$ cat src/rtl/wb_queue.sv
// Writeback queue: in-order FIFO from ALU/load producers to the register file write port.
// Optional youngest-match read forwarding is compiled in when WBQ_FWD_EN is defined.
module wb_queue #(
    parameter int DEPTH = 4,
    parameter int AW    = 2
) (
    input  logic          clock,
    input  logic          reset,
    input  logic          mem_valid,
    output logic          mem_ready,
    input  logic [4:0]    mem_dst,
    input  logic [31:0]   mem_data,
    input  logic          alu_valid,
    output logic          alu_ready,
    input  logic [4:0]    alu_dst,
    input  logic [31:0]   alu_data,
    output logic [31:0]   busW,
    output logic          RegWr,
    output logic          RegDst,
    output logic [4:0]    rd,
    output logic [4:0]    rt,
    input  logic [4:0]    RA,
    input  logic [4:0]    RB,
    output logic          fwdA_hit,
    output logic          fwdB_hit,
    output logic [31:0]   fwdA_data,
    output logic [31:0]   fwdB_data,
    output logic [AW:0]   count
);

    logic [4:0]    r_dst  [DEPTH];
    logic [31:0]   r_data [DEPTH];
    logic [AW-1:0] r_head;
    logic [AW-1:0] r_tail;
    logic [AW:0]   r_count;

    logic          w_pop;
    logic          w_drain;
    logic [AW+1:0] w_free;
    logic          w_mem_push;
    logic          w_alu_push;
    logic [AW-1:0] w_alu_slot;
    logic [1:0]    w_pushes;

    assign w_pop = (r_count != '0);

    // The head is popped on the same edge that any push lands, so it counts as a free slot.
    assign w_free    = (AW+2)'(DEPTH) - (AW+2)'(r_count) + (AW+2)'(w_pop);
    assign mem_ready = (w_free != '0);
    assign alu_ready = (w_free >= ((AW+2)'(1) + (AW+2)'(mem_valid)));

    // dst 0 writes are accepted but never stored.
    assign w_mem_push = mem_valid && mem_ready && (mem_dst != 5'd0);
    assign w_alu_push = alu_valid && alu_ready && (alu_dst != 5'd0);
    assign w_alu_slot = w_mem_push ? (r_tail + AW'(1)) : r_tail;
    assign w_pushes   = {1'b0, w_mem_push} + {1'b0, w_alu_push};

    always_ff @(posedge clock) begin
        if (reset) begin
            r_head  <= '0;
            r_tail  <= '0;
            r_count <= '0;
        end else begin
            r_head  <= r_head + AW'(w_pop);
            r_tail  <= r_tail + AW'(w_pushes);
            r_count <= r_count + (AW+1)'(w_pushes) - (AW+1)'(w_pop);
        end
    end

    always_ff @(posedge clock) begin
        if (w_mem_push) begin
            r_dst[r_tail]  <= mem_dst;
            r_data[r_tail] <= mem_data;
        end
        if (w_alu_push) begin
            r_dst[w_alu_slot]  <= alu_dst;
            r_data[w_alu_slot] <= alu_data;
        end
    end

    // Write port is suppressed while reset is held so discarded entries never reach the file.
    assign w_drain = w_pop && !reset;
    assign RegWr   = w_drain;
    assign RegDst  = 1'b1;
    assign busW    = w_drain ? r_data[r_head] : 32'd0;
    assign rd      = w_drain ? r_dst[r_head] : 5'd0;
    assign rt      = rd;
    assign count   = r_count;

`ifdef WBQ_FWD_EN
    logic [AW-1:0] w_scan_idx;

    // Walk oldest to youngest so the last match (the youngest) wins.
    always_comb begin
        fwdA_hit   = 1'b0;
        fwdB_hit   = 1'b0;
        fwdA_data  = 32'd0;
        fwdB_data  = 32'd0;
        w_scan_idx = '0;
        for (int k = 0; k < DEPTH; k++) begin
            w_scan_idx = r_head + AW'(k);
            if (((AW+1)'(k) < r_count) && !reset) begin
                if ((RA != 5'd0) && (r_dst[w_scan_idx] == RA)) begin
                    fwdA_hit  = 1'b1;
                    fwdA_data = r_data[w_scan_idx];
                end
                if ((RB != 5'd0) && (r_dst[w_scan_idx] == RB)) begin
                    fwdB_hit  = 1'b1;
                    fwdB_data = r_data[w_scan_idx];
                end
            end
        end
    end
`else
    logic w_unused_fwd;

    assign w_unused_fwd = ^{RA, RB};
    assign fwdA_hit     = 1'b0;
    assign fwdB_hit     = 1'b0;
    assign fwdA_data    = 32'd0;
    assign fwdB_data    = 32'd0;
`endif

endmodule
$ cat config.mk
export PLATFORM = sky130hd
export DESIGN_NAME = wb_queue
export DESIGN_NICKNAME = d
export VERILOG_FILES = /design/src/rtl/wb_queue.sv
export SDC_FILE = /design/constraint.sdc
export NUM_CORES = 1
export LEC_CHECK = 0
export CORE_ASPECT_RATIO = 1.1
export CORE_MARGIN = 1
export CORE_UTILIZATION = 48
export DETAILED_ROUTE_END_ITERATION = 8
export HOLD_SLACK_MARGIN = 0.15
export PLACE_DENSITY = 0.87
export SYNTH_ARGS = -nofsm -noshare
export SYNTH_HDL_FRONTEND = slang
export SYNTH_SLANG_ARGS = --single-unit
$ cat constraint.sdc
create_clock -name clock -period 11.9 [get_ports clock]
set_input_delay 1.19 -clock clock [delete_from_list [all_inputs] [get_ports clock]]
set_output_delay 1.19 -clock clock [all_outputs]
set_load 0.005 [all_outputs]
==> results_dict.tcl <==
set metrics [dict create \
    cts_buffers 17 \
    synth_cell_types 37 \
    path_max_fanout 19 \
    cts.sinks 155 \
    arrival_ns 4.79 \
    fp.dieH_um 147 \
    fillers 1379 \
    synthMuxAreaShare 0.323 \
    setup_viol_count_final 0 \
    row_count 52 \
    synth_compound_area_frac 0.0218 \
    fin_crit_ns 4.61 \
    hold_slack_ns 0.633 \
    multi_input_area_um2 4090 \
    gp_congestion 0.746 \
    cp.required_ns 12.08 \
    synth-simple-area-share 0.0446 \
    finalMaxSlewViolations 0 \
    ff2ff_path_depth 8 \
    rsz0062_at_grt "no" \
    die_x_um 134 \
    synth-edff-count 148 \
    drc 0 \
    layout.nets 781 \
    cp_cell_sequence "clkdlybuf4s50_1 > inv_1 > ha_1 > nand2b_1 > a221oi_2 > nor3b_2 > a22oi_4 > buf_4 > mux2_2" \
    seq_area_um2 4590 \
    drt-initial-drc-count 222 \
    post_cts.repair.setup_buffers 0 \
    tightest_slew_ns 1.10 \
    cp_slowest_stage_delay_ns 0.87 \
    ctsLongestPathBuffers 2 \
    final_util 0.590 \
    drtAntennaViolNets 0 \
    worstSetupStartpointType "input pin" \
    vias 4992 \
    coreArea_um2 18500 \
    synth_top_family_by_area "multiplexers" \
    dieArea_um2 19600 \
    hold_viol 0 \
    cts_tree "built" \
    yosys_warnings 0 \
    antenna_found_initial 0 \
    dr.pass1.iters 4 \
    fin_tns_setup_ns 0 \
    hpwl_mm 11.7 \
    clk_pin_slew_ns 0.06 \
    worstSetupPathType "in2reg" \
    crit_path_end_kind "flop" \
    wl_mm 18.7 \
    grt_pass1_wl_mm 28.8 \
    status "finished, final reports clean" \
    postCtsResizedCells 0 \
    async_flop_share 0 \
    ctsHoldBuffers 0 \
    slew_headroom 0.264 \
    worst_path_max_delay_cell "a22oi_4" \
    finalCritPeriodShare 0.388 \
    synthFlopType "edfxtp_1" \
    clk_latency_ns 0.42 \
    initial_utilization 0.493 \
    grt_overflow_total 0 \
    drive_above_1_share 0.346 \
    syn_inst 558 \
    fmax_mhz 217 \
    numPortBuffers 125 \
    io_pins 203 \
    synth_fa_ha_area_frac 0.0186 \
    num_antenna_cells 0 \
    grt_max_degree 39 \
    syn_avg_cell_area_um2 16.4 \
    cts_root_buffer "clkbuf_16" \
    grt.total_usage 0.199 \
    hold_path.class "reg2reg" \
    wl_per_cell_um 19.9 \
    htreeDepth 4 \
    grt_pass1_vias 5275 \
    ys_ff_latch 155 \
    cap_viol_max_count 0 \
    fin_skew_ns 0.00794 \
    cellPowerDensity_nw_per_um2 226 \
    via_per_inst 5.33 \
    synthXorXnorAreaFrac 0.00575 \
    synth_area_um2 9140 \
    p_leak_nw 4.34 \
    area_growth_pct 19.7 \
    synth-seq-area-share 0.502 \
    ir_worst_vdd_mv 0.117 \
    holdPathStages 2 \
]
path summary, 6_finish.rpt:
check,end,startpoint,slack (ns)
max,r_dst[3][4],mem_valid,7.29
min,count[2],count[2],0.63
max reg2reg,r_dst[3][4],count[1],8.05
min reg2reg,count[2],count[2],0.63
power breakdown:
| part | switching [mW] | leakage [nW] | internal [mW] |
|---|---|---|---|
| clock | 0.224 | 0.278 | 0.332 |
| combinational | 0.470 | 2.63 | 0.552 |
| sequential | 0.0821 | 1.43 | 0.813 |
cell families (layout without fill, tap and decap cells):
family / count (synthesis) / count (layout)
AOI/OAI and AO/OA: 19 / 19
xor gates and xnor gates: 6 / 6
adders and majority gates: 13 / 13
buffers and inverters: 108 / 177
DFF: 155 / 155
muxes: 185 / 185
other: 2 / 68
and+or+nand+nor: 70 / 70
cell usage after synthesis (5+ instances only):
library cell / number / area share
dfxtp_1: 7 / 0.015
nand2_1: 6 / 0.0025
xnor2_1: 5 / 0.0048
o21ai_0: 5 / 0.0027
and2_1: 37 / 0.025
mux2_2: 28 / 0.035
clkbuf_1: 9 / 0.0037
edfxtp_1: 148 / 0.49
ha_1: 12 / 0.016
mux4_2: 37 / 0.091
nor2_1: 10 / 0.0041
inv_1: 11 / 0.0045
buf_4: 72 / 0.059
mux2_4: 120 / 0.20
buf_6: 12 / 0.015
cells in the final DEF, fill, tap and decap left out, drive strengths merged:
cell	instances
nand3b	1
fa	1
ha	12
a31o	1
dfxtp	7
a31oi	4
xnor2	5
conb	68
clkbuf	19
or4	2
a22oi	4
o21a	1
or2	1
nor2b	3
clkinvlp	4
bufinv	3
clkinv	3
or3	2
and2	37
mux2	148
nand4b	1
clkdlybuf4s50	125
a211oi	1
nor3b	1
or3b	1
o21bai	1
buf	9
nor2	10
inv	14
xor2	1
nor3	4
nand2	6
nand2b	1
a221oi	1
edfxtp	148
mux4	37
o21ai	6
state kept, by name, summed over array words and instances (netlist names):
signal,flops
r_tail,2
r_dst,20
r_data,128
r_head,2
count,3
stage by stage:
step / worst slack (ns) / std cells / instance area (um^2) / power, mW
after floorplan: 6.73 / 624 / 9390 / 1.61
after global placement: 6.94 / 904 / 10300 / 1.89
after detailed placement: 6.82 / 904 / 10300 / 1.94
after CTS: 7.28 / 936 / 10900 / 2.49
after global routing: 7.09 / 936 / 10900 / 2.59
final: 7.29 / 936 / 10900 / 2.47
layout make-up:
cell class,count,area share
clock buffer,19,0.0396
clock inverter,13,0.0153
inverter,11,0.00377
multi-input combinational,361,0.374
sequential,155,0.419
tap,243,0.0278
timing repair buffer,134,0.121
layer usage:
metal  vias to the layer above  wire, um  track usage
met3                        35       806       0.0404
met2                       191     10000        0.363
met1                      2538      7440        0.225
li1                       2228         -            -
met5                         -         0            0
met4                         0       378       0.0790
worst max-delay path, delay by kind of cell:
family | cells | cell delay [ns]
AOI/OAI and AO/OA | 2 | 1.39
buffers and inverters | 3 | 1.12
and+or+nand+nor | 2 | 0.39
muxes | 1 | 0.38
adders and majority gates | 1 | 0.29
Power figures use the tool's default switching activity.
